<file path="src/rtl/hazard_ctrl.sv">
// hazard_ctrl
//   Pipeline hazard controller. Produces the PC write enable and the
//   stall/flush controls of the IF/ID and ID/EX pipeline registers.
//   It handles three hazards:
//     - load-use: a one-cycle bubble while the load in EX completes;
//     - taken branch/jump resolved in ID: the fetched IF instruction is flushed;
//     - mult/div occupancy: any HI/LO consumer or new mult/div in ID stalls
//       until the unit has finished.
//   It also keeps a saturating count of stalled cycles.
//
// Parameters
//   MD_LATENCY  cycles from a mult/div op in EX until HI/LO is valid (2..255)
//   CNT_W       width of the stall-cycle counter
//
// Ports
//   clk, rst                    clock; synchronous active-high reset
//   ID_rs, ID_rt, ID_uses_rt    source operands of the instruction in ID
//   ID_branch_taken             branch/jump in ID resolved taken
//   ID_is_md, ID_reads_hilo     ID instruction is mult/div, or mfhi/mflo
//   EX_MemRead, EX_rt           load in EX and its destination register
//   EX_is_md                    mult/div op in EX
//   PCWrite, IFWrite            PC / IF-ID write enables
//   IFflush, IDEX_flush         IF-ID nop insert / ID-EX bubble insert
//   md_busy                     mult/div unit occupied
//   stall_cycles                saturating count of stalled cycles
module hazard_ctrl #(
    parameter int MD_LATENCY = 32,
    parameter int CNT_W      = 16
) (
    input  logic             clk,
    input  logic             rst,
    input  logic [4:0]       ID_rs,
    input  logic [4:0]       ID_rt,
    input  logic             ID_uses_rt,
    input  logic             ID_branch_taken,
    input  logic             ID_is_md,
    input  logic             ID_reads_hilo,
    input  logic             EX_MemRead,
    input  logic [4:0]       EX_rt,
    input  logic             EX_is_md,
    output logic             PCWrite,
    output logic             IFWrite,
    output logic             IFflush,
    output logic             IDEX_flush,
    output logic             md_busy,
    output logic [CNT_W-1:0] stall_cycles
);

    localparam int MDC_W = 8;
    localparam logic [MDC_W-1:0] MD_RELOAD = MDC_W'(MD_LATENCY - 1);

    typedef enum logic {
        RUN     = 1'b0,
        MD_BUSY = 1'b1
    } state_t;

    typedef struct packed {
        logic pc_we;
        logic if_we;
        logic if_flush;
        logic idex_flush;
    } ctl_t;

    state_t           state;
    logic [MDC_W-1:0] md_cnt;

    logic md_busy_raw;
    logic load_use;
    logic md_haz;
    logic stall;
    ctl_t ctl;

    // ------------------------------------------------------------------
    // Mult/div occupancy tracker. md_cnt counts the busy cycles still to
    // come after the current one; the op's own EX cycle is covered by
    // EX_is_md directly, so the load value is MD_LATENCY-1.
    // ------------------------------------------------------------------
    always_ff @(posedge clk) begin
        if (rst) begin
            state  <= RUN;
            md_cnt <= '0;
        end else begin
            case (state)
                RUN: begin
                    if (EX_is_md) begin
                        state  <= MD_BUSY;
                        md_cnt <= MD_RELOAD;
                    end
                end
                MD_BUSY: begin
                    // A second op reaching EX while busy restarts the wait.
                    if (EX_is_md) begin
                        md_cnt <= MD_RELOAD;
                    end else if (md_cnt == MDC_W'(1)) begin
                        state  <= RUN;
                        md_cnt <= '0;
                    end else begin
                        md_cnt <= md_cnt - MDC_W'(1);
                    end
                end
                default: begin
                    state  <= RUN;
                    md_cnt <= '0;
                end
            endcase
        end
    end

    // ------------------------------------------------------------------
    // Hazard detection
    // ------------------------------------------------------------------
    assign md_busy_raw = (state == MD_BUSY) | EX_is_md;

    // $0 is hard-wired zero, so a load targeting it never creates a dependency.
    assign load_use = EX_MemRead & (EX_rt != 5'd0) &
                      ((EX_rt == ID_rs) | (ID_uses_rt & (EX_rt == ID_rt)));

    assign md_haz = md_busy_raw & (ID_reads_hilo | ID_is_md);
    assign stall  = load_use | md_haz;

    // ------------------------------------------------------------------
    // Output priority: reset, stall, taken branch, normal flow.
    // A stall overrides a taken branch because the branch operands may be
    // stale; the branch resolves again once the stall clears.
    // ------------------------------------------------------------------
    always_comb begin
        ctl = '{pc_we: 1'b1, if_we: 1'b1, if_flush: 1'b0, idex_flush: 1'b0};
        if (rst) begin
            ctl = '{pc_we: 1'b0, if_we: 1'b0, if_flush: 1'b1, idex_flush: 1'b1};
        end else if (stall) begin
            ctl = '{pc_we: 1'b0, if_we: 1'b0, if_flush: 1'b0, idex_flush: 1'b1};
        end else if (ID_branch_taken) begin
            ctl = '{pc_we: 1'b1, if_we: 1'b1, if_flush: 1'b1, idex_flush: 1'b0};
        end
    end

    assign PCWrite    = ctl.pc_we;
    assign IFWrite    = ctl.if_we;
    assign IFflush    = ctl.if_flush;
    assign IDEX_flush = ctl.idex_flush;
    assign md_busy    = ~rst & md_busy_raw;

    // ------------------------------------------------------------------
    // Stall-cycle counter, saturating at all-ones.
    // ------------------------------------------------------------------
    always_ff @(posedge clk) begin
        if (rst) begin
            stall_cycles <= '0;
        end else if (stall && (stall_cycles != {CNT_W{1'b1}})) begin
            stall_cycles <= stall_cycles + CNT_W'(1);
        end
    end

endmodule

</file>
<file path="config.mk">
export PLATFORM = sky130hd
export DESIGN_NAME = hazard_ctrl
export DESIGN_NICKNAME = d
export VERILOG_FILES = /design/src/rtl/hazard_ctrl.sv
export SDC_FILE = /design/constraint.sdc
export NUM_CORES = 1
export LEC_CHECK = 0
export ABC_AREA = 1
export CAP_MARGIN = 30
export CORE_ASPECT_RATIO = 0.9
export CORE_MARGIN = 4
export CORE_UTILIZATION = 50
export CTS_BUF_LIST = sky130_fd_sc_hd__clkbuf_4 sky130_fd_sc_hd__clkbuf_8
export CTS_CLUSTER_SIZE = 12
export DETAILED_ROUTE_END_ITERATION = 12
export PLACE_DENSITY = 0.9
export SLEW_MARGIN = 0
export SYNTH_ARGS = -nofsm -noshare
export SYNTH_HDL_FRONTEND = slang
export SYNTH_SLANG_ARGS = --single-unit
</file>
<file path="constraint.sdc">
create_clock -name clk -period 2.21 [get_ports clk]
set_input_delay 0.5525 -clock clk [delete_from_list [all_inputs] [get_ports clk]]
set_output_delay 0.5525 -clock clk [all_outputs]
set_load 0.03 [all_outputs]
</file>
Word level (Yosys, flattened, before mapping)
Cells that the tools add are included.
{"block": "classes", "n_bitwise": 11, "reduce_logical": 2, "muxes": 11, "n_eq_ne": 5, "add_sub_neg": 2}
{"operator": "two-way mux 8 bit", "n": 3}
{"operator": "adder 16 x 1 -> 16 bit (second input constant)", "n": 1}
{"operator": "inequality test 16 bit (second input constant)", "n": 1}
{"operator": "case mux 8 bit (2 select lines)", "n": 1}
{"operator": "equality test 5 bit", "n": 2}
{"operator": "equality test 8 x 1 -> 1 bit (second input constant)", "n": 1}
{"operator": "two-way mux 4 bit", "n": 2}
{"operator": "subtractor 8 x 1 -> 8 bit (second input constant)", "n": 1}
{"operator": "AND 1 bit", "n": 5}
{"operator": "nonzero test 5 bit", "n": 1}
{"operator": "bitwise OR 1 bit", "n": 4}
{"operator": "two-way mux 1 bit", "n": 3}
{"operator": "two-way mux 2 bit", "n": 1}
{"operator": "inequality test 2 bit (second input constant)", "n": 1}
{"operator": "inverter 1 bit", "n": 2}
{"operator": "case mux 1 bit (2 select lines)", "n": 1}
{"operator": "logical AND 1 bit", "n": 1}
{"block": "totals", "in_bits": 23, "reg_bits": 25, "elab_cells": 34}

Depth between registers and ports, before layout
Gate-level depths: netlist of the first run.
{"block": "logic_depth", "ltp_word": 7, "mapped_depth": 12}

Least setup slack after synthesis of the first run
Ideal clock, no wire load.
{"block": "synth_timing", "path_kind": "input -> output", "start": "in EX_rt[1]", "end": "out IDEX_flush", "slack_ps": -67, "path_stages": 9, "t_arrival_ps": 1724, "path_cell_list": "inv_1 nand4_1 o21ai_0 inv_1 nand2_2 nand2_4 buf_6 nor2_2 inv_1"}
{"block": "synth_between", "elab_chain_cells": 7, "elab_cells_between_ends": 10}
{"element": "start: declaration", "line_no": "39", "text": "input logic [4:0] EX_rt,"}
{"element": "equality test 5 bit", "line_no": "116", "text": "((EX_rt == ID_rs) | (ID_uses_rt & (EX_rt == ID_rt)));"}
{"element": "AND 1 bit", "line_no": "116"}
{"element": "bitwise OR 1 bit", "line_no": "116"}
{"element": "AND 1 bit (*)", "line_no": "115", "text": "assign load_use = EX_MemRead & (EX_rt != 5'd0) &"}
{"element": "bitwise OR 1 bit (*)", "line_no": "119", "text": "assign stall = load_use | md_haz;"}
{"element": "two-way mux 4 bit (*)", "line_no": "130", "text": "end else if (stall) begin"}
{"element": "two-way mux 4 bit (*)", "line_no": "128", "text": "if (rst) begin"}
{"element": "end: declaration", "line_no": "44", "text": "output logic IDEX_flush,"}
Every way passes the cells marked *; elsewhere a longest branch is shown, timed or not.

Final worst setup path of the first run
{"block": "layout_timing", "start": "in ID_rt[2]", "end": "out IDEX_flush"}
{"block": "layout_between", "elab_chain_cells": 7}
{"element": "start: declaration", "line_no": "33", "text": "input logic [4:0] ID_rt,"}
{"element": "equality test 5 bit", "line_no": "116"}
{"element": "AND 1 bit", "line_no": "116"}
{"element": "bitwise OR 1 bit", "line_no": "116"}
{"element": "AND 1 bit", "line_no": "115"}
{"element": "bitwise OR 1 bit", "line_no": "119"}
{"element": "two-way mux 4 bit", "line_no": "130"}
{"element": "two-way mux 4 bit", "line_no": "128"}
Every way passes these cells.

==> results by group, run 1 <==
Status
  • Result of the run: completed

Setup path
  • Crit path capture type: output pin
  • Worst Path Required: 1660 ps
  • Cell count of the worst reg-to-reg path: 9
  • Startpoint class of the critical path: primary input
  • Reg-to-reg endpoint: stall_cycles[9]
  • Source of the worst register-to-register timing path: state
  • Largest fanout on the critical path: 3
  • Crit path DAT: 1550 ps
  • Critical Setup Path Class: in2out
  • Register-to-register path setup slack: 650 ps

Finish
  • Layout Nets: 339
  • Antenna Diode Count: 0
  • Fill cell count: 293
  • Area growth syn-to-layout: 30.43%
  • Fraction of final layout cells with drive strength greater than 1: 0.1442

Detailed routing
  • Drt first-iter violations: 99
  • Antenna viol nets, final: 0
  • Drt drc: 0
  • Via count normalized by instance count: 4.904
  • Count of TritonRoute iterations in the first routing pass: 4
  • Vias after detailed routing: 1736
  • DRT Wirelength: 3722 um
  • Drt wl/cell: 10.51 um

Floorplan
  • Row Count: 19
  • Floorplan core area: 3090 um2
  • I/O pin count: 44
  • Die X-Extent: 68.08 um
  • Starting density of the core: 0.5255
  • Floorplan die area: 4225 um2
  • Die height: 62.07 um

Placed design
  • Weighted congestion reported at the end of routability-driven placement: 0.8681
  • IO buf count: 43
  • Pre-CTS WS: -244.3 ps
  • Post-DP HPWL: 2927 um

Worst hold path
  • Endpoint of the worst hold-timing path: md_cnt[5]
  • Hold wc startpoint: md_cnt[5]
  • Cells on Worst Hold Path: 2
  • Hold Crit Class: reg2reg

Synthesis
  • Mean cell area of the mapped netlist: 6.199 um2
  • Post-synth top area share: 0.3082
  • Synth unique cells: 27
  • Syn Inst Count: 262
  • Total of flip-flops plus latches after synthesis: 25
  • Biggest area consumer among synthesized cells: dfxtp_1
  • Synthesized area: 1624 um2
  • Synthesized Nets: 288
  • Number of warning messages in the yosys log: 0
  • Fraction of the yosys area taken by sequential cells: 0.3082
  • Top cells by area, synth: dfxtp_1, nand2_1, a21oi_1, nor2_1, nand3_1

STA
  • Number of max-slew violations in the final report: 0
  • Top achievable clock speed: 474.6 MHz
  • Tightest Pin Transition: 329.6 ps
  • Final hold violation count: 0
  • Final setup violating endpoints: 0
  • Time the worst path needs with I/O delays and setup: 2107 ps
  • Largest clock skew in the final design: 1.738 ps
  • Final worst-path cycle share: 0.9534
  • Worst-case setup margin in the final layout: 103.0 ps
  • Worst slew margin relative to its limit: 0.7796

CTS
  • CTS HTree Levels: 1
  • TritonCTS clock tree: yes
  • Hold buffer count at CTS: 0
  • TritonCTS buffer count: 3
  • Number of buffers between clock root and the deepest sink: 2
  • CTS sink cnt: 25
  • Insertion delay to the later sink of the worst-skew pair: 320 ps
  • Root Buffer: clkbuf_4
  • Clock transition at path regs: 140 ps

Pwr
  • Power Total: 940.3 uW
  • Power density over cell area: 443.9 nW/um2
  • Static leakage power: 1.027 nW
  • Worst voltage drop across the vdd grid: 0.0004227 V

GRT
  • Antenna violations before repair: 0
  • First-pass GRT wire length: 6389 um
  • Overall routing resource usage: 0.1941
  • Global route total overflow: 0
  • Largest net degree at the start of global routing: 33
  • Via count of the first global-routing pass: 1522

Run
  • Max-capacitance violation count: 0
stage by stage:
| stage | hold WS (ps) | cell area [um2] | TNS, ps | util | std cells |
|---|---|---|---|---|---|
| after floorplan | 453.0 | 1629 | 0 | - | 262 |
| after global placement | 470.4 | 2096 | -1307 | 0.6781 | 347 |
| after detailed placement | 488.0 | 2096 | -1759 | 0.6781 | 347 |
| after CTS | 507.2 | 2122 | 0 | 0.6866 | 353 |
| after global routing | 527.3 | 2118 | -3.592 | 0.6854 | 354 |
| final | 508.0 | 2118 | 0 | 0.6854 | 354 |
timing repair:
action | 4_1_cts | 5_1_grt
gates resized for setup | 21 | 15
pin swaps | 10 | 6
setup endpoints to repair | 4 | 4
hold endpoints to repair | 0 | 0
buffers inserted | 2 | 1
layout by cell type, fill, tap and decap left out, types with 2 or more instances in the layout:
master           Yosys  routed
nand4_1              3       3
nand3_1             23      23
dlymetal6s2s_1       0       2
dlygate4sd2_1        0       9
inv_1               30      26
xor2_1               3       3
clkbuf_4             0       3
nand2_1             74      74
inv_2                5       9
xnor2_1              2       2
buf_4                1      13
nor2_2               6       5
a21oi_1             29      29
clkdlybuf4s50_1      0      20
nor2_4               1       2
ha_1                 3       3
nor3_1               3       3
nor3b_1              2       2
dfxtp_1             25      25
clkdlybuf4s15_1      0       2
clkbuf_2             0       5
nor2_1              36      36
nand2_2              2       2
per-layer routing:
metal | GRT usage | share of wire | vias to the layer above
met2 | 0.3489 | 0.48 | 33
met1 | 0.2374 | 0.47 | 770
met4 | 0.05099 | 0.0048 | 0
met5 | 0 | 0 | -
met3 | 0.03957 | 0.044 | 2
li1 | - | - | 931
report_power, final:
group	internal [mW]	total (mW)	switching, mW
Sequential	0.467	0.485	0.0184
Combinational	0.106	0.245	0.139
Clock	0.0679	0.211	0.143
Total	0.641	0.940	0.300
state kept, by name, indices dropped and copies added, names as in the netlist:
register and cells:
stall_cycles 16, md_cnt 8, state 1
Yosys cell counts:
cell type  number
a21oi_1        29
nand2_1        74
xnor2_1         2
inv_2           5
nand2_4         1
buf_6           3
nand3b_1        1
nor2_2          6
nor3_1          3
nor2_4          1
nand4_4         1
dfxtp_1        25
clkinv_1        1
clkbuf_1        2
nand4_1         3
o21ai_0         2
ha_1            3
xor2_1          3
nor2_1         36
o21ai_2         1
nor3_2          1
nand2_2         2
nand3_1        23
a31oi_1         1
inv_1          30
nor3b_1         2
buf_4           1
kinds of logic after synthesis:
family                   share of synthesized area
AO/OA/AOI/OAI                               0.1048
XOR/XNOR                                   0.02697
adder cells (fa/ha/maj)                    0.02311
buffers and inverters                       0.1133
flip-flops                                  0.3082
AND/OR/NAND/NOR                             0.4237
layout make-up:
class | instances | area (um2) | share of cell area
Clock buffer | 3 | 22.52 | 0.01063
Sequential cell | 25 | 500.5 | 0.2363
Multi-Input combinational cell | 195 | 944.7 | 0.4460
Inverter | 36 | 135.1 | 0.06379
Clock inverter | 1 | 5.005 | 0.002363
Tap cell | 42 | 52.55 | 0.02481
Timing Repair Buffer | 52 | 457.9 | 0.2162
worst max-delay path, stage by stage:
cell	delay, ps
dlygate4sd2_1	210
inv_1	40
nand2_1	50
nand2_1	50
nor2_1	120
nand3_1	80
nand2_1	80
nand2_2	70
nand2_4	80
nor2_4	40
inv_2	60
buf_6	120
worst max path at each step:
stage,cells after the start,slack [ps],endpoint,start
2_1_floorplan,9,70,PCWrite,EX_rt[1]
3_3_place_gp,12,-210,IDEX_flush,EX_rt[2]
3_5_place_dp,10,-240,IDEX_flush,EX_rt[1]
4_1_cts,10,4,IDEX_flush,ID_uses_rt
5_1_grt,12,-4,IDEX_flush,ID_rt[0]
6_report,12,100,IDEX_flush,ID_rt[2]
No activity file was read; power rests on OpenSTA's default activity.
==> run 2, diff against run 1 <==
--- a/config.mk
+++ b/config.mk
@@ -8,7 +8,6 @@
 export ABC_AREA = 1
 export CAP_MARGIN = 30
 export CORE_ASPECT_RATIO = 0.9
-export CORE_MARGIN = 4
 export CORE_UTILIZATION = 50
 export CTS_BUF_LIST = sky130_fd_sc_hd__clkbuf_4 sky130_fd_sc_hd__clkbuf_8
 export CTS_CLUSTER_SIZE = 12
==> results by group, run 2 (same netlist as run 1, synthesis figures left out) <==
STA
  • Largest clock skew in the final design: 4.405 ps (+2.667 ps)
  • Final hold violation count: 0 (unchanged)
  • Number of max-slew violations in the final report: 0 (unchanged)
  • Final worst-path cycle share: 0.9673 (+0.01391)
  • Time the worst path needs with I/O delays and setup: 2138 ps (+30.75 ps)
  • Tightest Pin Transition: 328.5 ps (-1.103 ps)
  • Worst hold slack: 504.9 ps (-3.103 ps)
  • Top achievable clock speed: 467.8 MHz (-1.4%)
  • Final setup violating endpoints: 0 (unchanged)
  • Unrepaired setup endpoints after global routing: no
  • Worst slew margin relative to its limit: 0.7803 (about the same)
  • Worst-case setup margin in the final layout: 72.28 ps (-30.75 ps)
  • Post-route setup TNS: 0 ps (unchanged)

Floorplan
  • Die height: 56.07 um (-9.7%)
  • Starting density of the core: 0.5296 (+0.004074)
  • I/O pin count: 44 (unchanged)
  • Row Count: 19 (unchanged)
  • Floorplan core area: 3067 um2 (-0.77%)
  • Floorplan die area: 3481 um2 (-18%)
  • Die X-Extent: 62.08 um (-8.8%)

Setup path
  • Maximum cell stage delay along the critical path: 640 ps (+430 ps)
  • Largest fanout on the critical path: 6 (+3)
  • Crit path DAT: 1590 ps (+40 ps)
  • Slowest CP cell: clkdlybuf4s50_1
  • Startpoint class of the critical path: primary input
  • Chain of cells forming the critical path: clkdlybuf4s50_1 > clkinv_1 > nand2_1 > buf_4
  • Source of the worst register-to-register timing path: stall_cycles[0]
  • Worst Path Required: 1660 ps (about the same)
  • Critical Setup Path Class: in2out
  • Crit path capture type: output pin
  • Critical path startpoint: rst

Finish
  • Non-filler cells in the finished layout: 352 (-0.56%)
  • Antenna Diode Count: 0 (unchanged)
  • Max FFs per register: 16 (unchanged)
  • Sequential cell area: 500.5 um2 (unchanged)
  • Fraction of final layout cells with drive strength greater than 1: 0.1387 (-0.005521)
  • Area growth syn-to-layout: 29.89%
  • Commonest non-fill, non-tap cell in the layout: nand2_1
  • Final core occ: 0.6879 (+0.002457)
  • Most frequent cells in the layout: nand2_1, nor2_1, a21oi_1
  • Leading registers by flop count: stall_cycles x16, md_cnt x8, state x1
  • Layout Nets: 337 (-0.59%)
  • Area of combinational cells with multiple inputs: 949.7 um2 (+0.53%)
  • Fill cell count: 275 (-6.1%)
  • Register containing the most flip-flops in the final layout: stall_cycles

Worst hold path
  • Hold wc startpoint: md_cnt[7]
  • Hold Crit Class: reg2reg

Detailed routing
  • Via count normalized by instance count: 5.000 (+2.0%)
  • Drt drc: 0 (unchanged)
  • Antenna viol nets, final: 0 (unchanged)
  • Drt wl/cell: 10.18 um (-3.2%)
  • DRT Wirelength: 3583 um (-3.7%)
  • Vias after detailed routing: 1760 (+1.4%)
  • Count of TritonRoute iterations in the first routing pass: 4 (unchanged)
  • Drt first-iter violations: 149 (+51%)

Pwr
  • Internal Pwr Total: 638.3 uW (-0.36%)
  • Share of total power in combinational logic: 0.258 (-0.002)
  • Static leakage power: 1.005 nW (-2.2%)
  • Power density over cell area: 442.8 nW/um2 (-0.24%)
  • Worst voltage drop across the vdd grid: 0.0004032 V (-4.6%)
  • Net Sw Power: 295.9 uW (-1.3%)
  • Power share of the sequential group: 0.519 (+0.003)
  • Part of the total power dissipated in the clock network: 0.223 (about the same)
  • Switching power as a share of total power: 0.3167 (-0.001957)

Placed design
  • Placed Cells incl. Taps: 347 (unchanged)
  • Pre-CTS WS: -255.8 ps (-11.48 ps)
  • Weighted congestion reported at the end of routability-driven placement: 0.9102 (+4.8%)
  • Post-DP HPWL: 2822 um (-3.6%)
  • IO buf count: 43 (unchanged)

CTS
  • Insertion delay to the later sink of the worst-skew pair: 320 ps (about the same)
  • CTS HTree Levels: 1 (unchanged)
  • TritonCTS clock tree: yes
  • Root Buffer: clkbuf_4
  • Hold buffer count at CTS: 0 (unchanged)
  • Number of buffers between clock root and the deepest sink: 2 (unchanged)
  • Clock transition at path regs: 140 ps (about the same)
  • TritonCTS buffer count: 3 (unchanged)
  • CTS sink cnt: 25 (unchanged)

Status
  • Result of the run: completed

GRT
  • Largest net degree at the start of global routing: 33 (unchanged)
  • Antenna violations before repair: 0 (unchanged)
  • First-pass GRT wire length: 6134 um (-4.0%)
  • Overall routing resource usage: 0.2270 (+0.03284)
  • Via count of the first global-routing pass: 1539 (+1.1%)
  • Global route total overflow: 0 (unchanged)

Run
  • Max-capacitance violation count: 0 (unchanged)
run 2: changes by cell type in the layout (fill, tap and decap cells not counted):
cell             previous run  this run
buf_4                      13         9
buf_6                       1         3
clkdlybuf4s50_1            20        21
dlygate4sd2_1               9        10
dlymetal6s2s_1              2         0
inv_1                      26        28
inv_2                       9         7
nor2_1                     36        34
nor2_2                      5         7
run 2: final timing paths:
check | end | slack, ps | depth (start not counted)
worst max-delay path | IFflush | 70 | 4
worst min-delay path | md_cnt[7] | 500 | 2
worst max register to register | stall_cycles[13] | 620 | 8
worst min register to register | md_cnt[7] | 500 | 2
run 2: power groups by stage:
| stage | clock network (mW) | logic (mW) | registers [mW] |
|---|---|---|---|
| after floorplan | 0 | 0.149 | 0.501 |
| after global placement | 0 | 0.240 | 0.494 |
| after detailed placement | 0 | 0.246 | 0.495 |
| after CTS | 0.213 | 0.242 | 0.485 |
| after global routing | 0.232 | 0.269 | 0.488 |
| final | 0.208 | 0.241 | 0.485 |
run 2: area by class of cell:
type	instances	share of cell area
Multi-Input combinational cell	195	0.4502
Sequential cell	25	0.2372
Timing Repair Buffer	50	0.2106
Inverter	36	0.06406
Tap cell	42	0.02491
Clock buffer	3	0.01068
Clock inverter	1	0.002372
run 2: metal layers:
metal | track usage | up-vias | share of wire
li1 | - | 925 | -
met1 | 0.2750 | 787 | 0.44
met2 | 0.3936 | 44 | 0.51
met3 | 0.04884 | 4 | 0.039
met4 | 0.05714 | 0 | 0.0087
met5 | 0 | - | 0
run 2: timing repair:
item	4_1_cts	5_1_grt
resized for setup	27	10
pin swaps	14	8
buffers inserted	1	0
setup endpoints to repair	4	4
run 2: stage by stage:
stage / cell area, um2 / power, mW
2_1_floorplan: 1629 / 0.6502
3_3_place_gp: 2096 / 0.7339
3_5_place_dp: 2096 / 0.7407
4_1_cts: 2126 / 0.9404
5_1_grt: 2110 / 0.9894
6_report: 2110 / 0.9342
run 2: critical path, delay by kind of cell:
family | cells | cell delay (ps)
buffers and inverters | 3 | 950
AND/OR/NAND/NOR | 1 | 90
==> run 3, diff against run 2 <==
--- a/config.mk
+++ b/config.mk
@@ -7,11 +7,15 @@
 export LEC_CHECK = 0
 export ABC_AREA = 1
 export CAP_MARGIN = 30
+export CELL_PAD_IN_SITES_DETAIL_PLACEMENT = 0
+export CELL_PAD_IN_SITES_GLOBAL_PLACEMENT = 1
 export CORE_ASPECT_RATIO = 0.9
-export CORE_UTILIZATION = 50
+export CORE_MARGIN = 2
+export CORE_UTILIZATION = 34
 export CTS_BUF_LIST = sky130_fd_sc_hd__clkbuf_4 sky130_fd_sc_hd__clkbuf_8
 export CTS_CLUSTER_SIZE = 12
 export DETAILED_ROUTE_END_ITERATION = 12
+export MAX_ROUTING_LAYER = met4
 export PLACE_DENSITY = 0.9
 export SLEW_MARGIN = 0
 export SYNTH_ARGS = -nofsm -noshare
==> results by group, run 3 (same netlist as run 1, synthesis figures left out) <==
Finish
  • Register containing the most flip-flops in the final layout: stall_cycles
  • Fraction of final layout cells with drive strength greater than 1: 0.1424 (+0.003685)
  • Area growth syn-to-layout: 32.97%
  • Leading registers by flop count: stall_cycles x16, md_cnt x8, state x1
  • Commonest non-fill, non-tap cell in the layout: nand2_1
  • Fill cell count: 481 (+75%)
  • Max FFs per register: 16 (unchanged)
  • Layout Nets: 336 (-0.30%)
  • Antenna Diode Count: 0 (unchanged)
  • Most frequent cells in the layout: nand2_1, nor2_1, a21oi_1
  • Final Cell Area: 2160 um2 (+2.4%)

STA
  • Worst hold slack: 482.1 ps (-22.77 ps)
  • Number of max-slew violations in the final report: 0 (unchanged)
  • Final worst-path cycle share: 0.9605 (-0.006801)
  • Worst slew margin relative to its limit: 0.7771 (-0.003217)
  • Worst-case setup margin in the final layout: 87.31 ps (+15.03 ps)
  • Top achievable clock speed: 471.1 MHz (+0.71%)
  • Tightest Pin Transition: 333.3 ps (+4.811 ps)
  • Time the worst path needs with I/O delays and setup: 2123 ps (-15.03 ps)
  • Final setup violating endpoints: 0 (unchanged)
  • Final hold violation count: 0 (unchanged)
  • Largest clock skew in the final design: 8.064 ps (+3.659 ps)
  • Unrepaired setup endpoints after global routing: no

Floorplan
  • I/O pin count: 44 (unchanged)
  • Die X-Extent: 76.85 um (+24%)
  • Floorplan die area: 5346 um2 (+54%)
  • Row Count: 23 (+4)
  • Floorplan core area: 4518 um2 (+47%)
  • Die height: 69.57 um (+24%)
  • Starting density of the core: 0.3595 (-0.1701)

Pwr
  • Power share of the sequential group: 0.482 (-0.037)
  • Static leakage power: 1.013 nW (+0.85%)
  • Share of total power in combinational logic: 0.241 (-0.017)
  • Part of the total power dissipated in the clock network: 0.277 (+0.054)
  • Power Total: 1.005 mW (+7.6%)
  • Net Sw Power: 308.8 uW (+4.4%)
  • Switching power as a share of total power: 0.3071 (-0.009603)
  • Power density over cell area: 465.6 nW/um2 (+5.1%)
  • Worst voltage drop across the vdd grid: 0.0002763 V (-31%)
  • Internal Pwr Total: 696.7 uW (+9.1%)

Placed design
  • Total cell area at the placement stage: 2121 um2 (+1.2%)
  • IO buf count: 43 (unchanged)
  • Post-DP HPWL: 2849 um (+0.95%)
  • Weighted congestion reported at the end of routability-driven placement: 0.8346 (-8.3%)
  • Pre-CTS WS: -246.1 ps (+9.730 ps)

Setup path
  • Crit path capture type: output pin
  • Largest fanout on the critical path: 3 (-3)
  • Worst Path Required: 1660 ps (about the same)
  • Crit path DAT: 1570 ps (-20 ps)
  • Critical Setup Path Class: in2out
  • Startpoint class of the critical path: primary input

Status
  • Result of the run: completed

CTS
  • CTS sink cnt: 25 (unchanged)
  • Insertion delay to the later sink of the worst-skew pair: 280 ps (-40 ps)
  • Root Buffer: clkbuf_8
  • TritonCTS clock tree: yes
  • Number of buffers between clock root and the deepest sink: 2 (unchanged)
  • TritonCTS buffer count: 3 (unchanged)
  • Hold buffer count at CTS: 0 (unchanged)
  • CTS HTree Levels: 1 (unchanged)
  • Post-CTS Repair Setup Buffers: 0 (-1)
  • Clock transition at path regs: 80 ps (-60 ps)

GRT
  • First-pass GRT wire length: 6555 um (+6.9%)
  • Via count of the first global-routing pass: 1482 (-3.7%)
  • Antenna violations before repair: 0 (unchanged)
  • Largest net degree at the start of global routing: 33 (unchanged)
  • Overall routing resource usage: 0.1508 (-0.07613)
  • Global route total overflow: 0 (unchanged)

Detailed routing
  • Drt wl/cell: 10.05 um (-1.3%)
  • Drt first-iter violations: 72 (-52%)
  • Count of TritonRoute iterations in the first routing pass: 4 (unchanged)
  • Antenna viol nets, final: 0 (unchanged)
  • DRT Wirelength: 3729 um (+4.1%)
  • Drt drc: 0 (unchanged)
  • Vias after detailed routing: 1673 (-4.9%)
  • Via count normalized by instance count: 4.509 (-9.8%)

Run
  • Max-capacitance violation count: 0 (unchanged)

Worst hold path
  • Hold Crit Class: reg2reg
[run 3: cell types whose count changed in the layout (fill, tap and decap cells not counted), sizes merged]
cell / previous run / this run
clkdlybuf4s15: 2 / 4
dlygate4sd2: 10 / 7
dlymetal6s2s: 0 / 1
buf: 12 / 11
[run 3: layout make-up]
class / instances / area (um2) / area share
tap: 62 / 77.57 / 0.03592
multi-input combinational: 195 / 957.2 / 0.4432
sequential: 25 / 500.5 / 0.2317
clock buffer: 3 / 41.29 / 0.01912
clock inverter: 1 / 5.005 / 0.002317
timing repair buffer: 49 / 442.9 / 0.2051
inverter: 36 / 135.1 / 0.06257
[run 3: worst max-delay path, stage by stage]
cell and delay (ps):
dlygate4sd2_1 240, inv_1 50, nand2_1 40, nand2_1 60, nor2_2 40, nand3_1 70
nand2_1 60, nand2_2 80, nand2_4 60, nor2_4 120, inv_2 50, buf_6 130
[run 3: metrics by stage]
step                        util  TNS, ps  std cells
after floorplan                -        0        262
after detailed placement  0.4694    -2212        367
final                     0.4780        0        371
after global routing      0.4780        0        371
after CTS                 0.4796        0        371
after global placement    0.4694    -2236        367
[run 3: layer usage]
| metal | GRT usage | wire length (um) |
|---|---|---|
| met1 | 0.1847 | 1762 |
| met2 | 0.2515 | 1740 |
| met3 | 0.03125 | 173 |
| met4 | 0.04242 | 53 |
| met5 | - | 0 |
[run 3: timing repair]
item,CTS,global route
endpoints found under the setup margin,4,4
pin swaps,13,11
cloned,0,0
gates resized for setup,25,17
[run 3: final timing paths]
check                                     start               end  slack, ps  depth (start not counted)
worst max-delay path                   ID_rt[2]        IDEX_flush         90                         12
worst min-delay path                  md_cnt[5]         md_cnt[5]        480                          2
worst max register to register  stall_cycles[0]  stall_cycles[14]        640                          8
worst min register to register        md_cnt[5]         md_cnt[5]        480                          2
[run 3: power groups by stage]
stage | Sequential, mW | Combinational, mW | Clock [mW]
6_report | 0.484 | 0.243 | 0.278
5_1_grt | 0.488 | 0.273 | 0.311
4_1_cts | 0.484 | 0.243 | 0.290
3_5_place_dp | 0.495 | 0.246 | 0
3_3_place_gp | 0.494 | 0.245 | 0
2_1_floorplan | 0.501 | 0.149 | 0
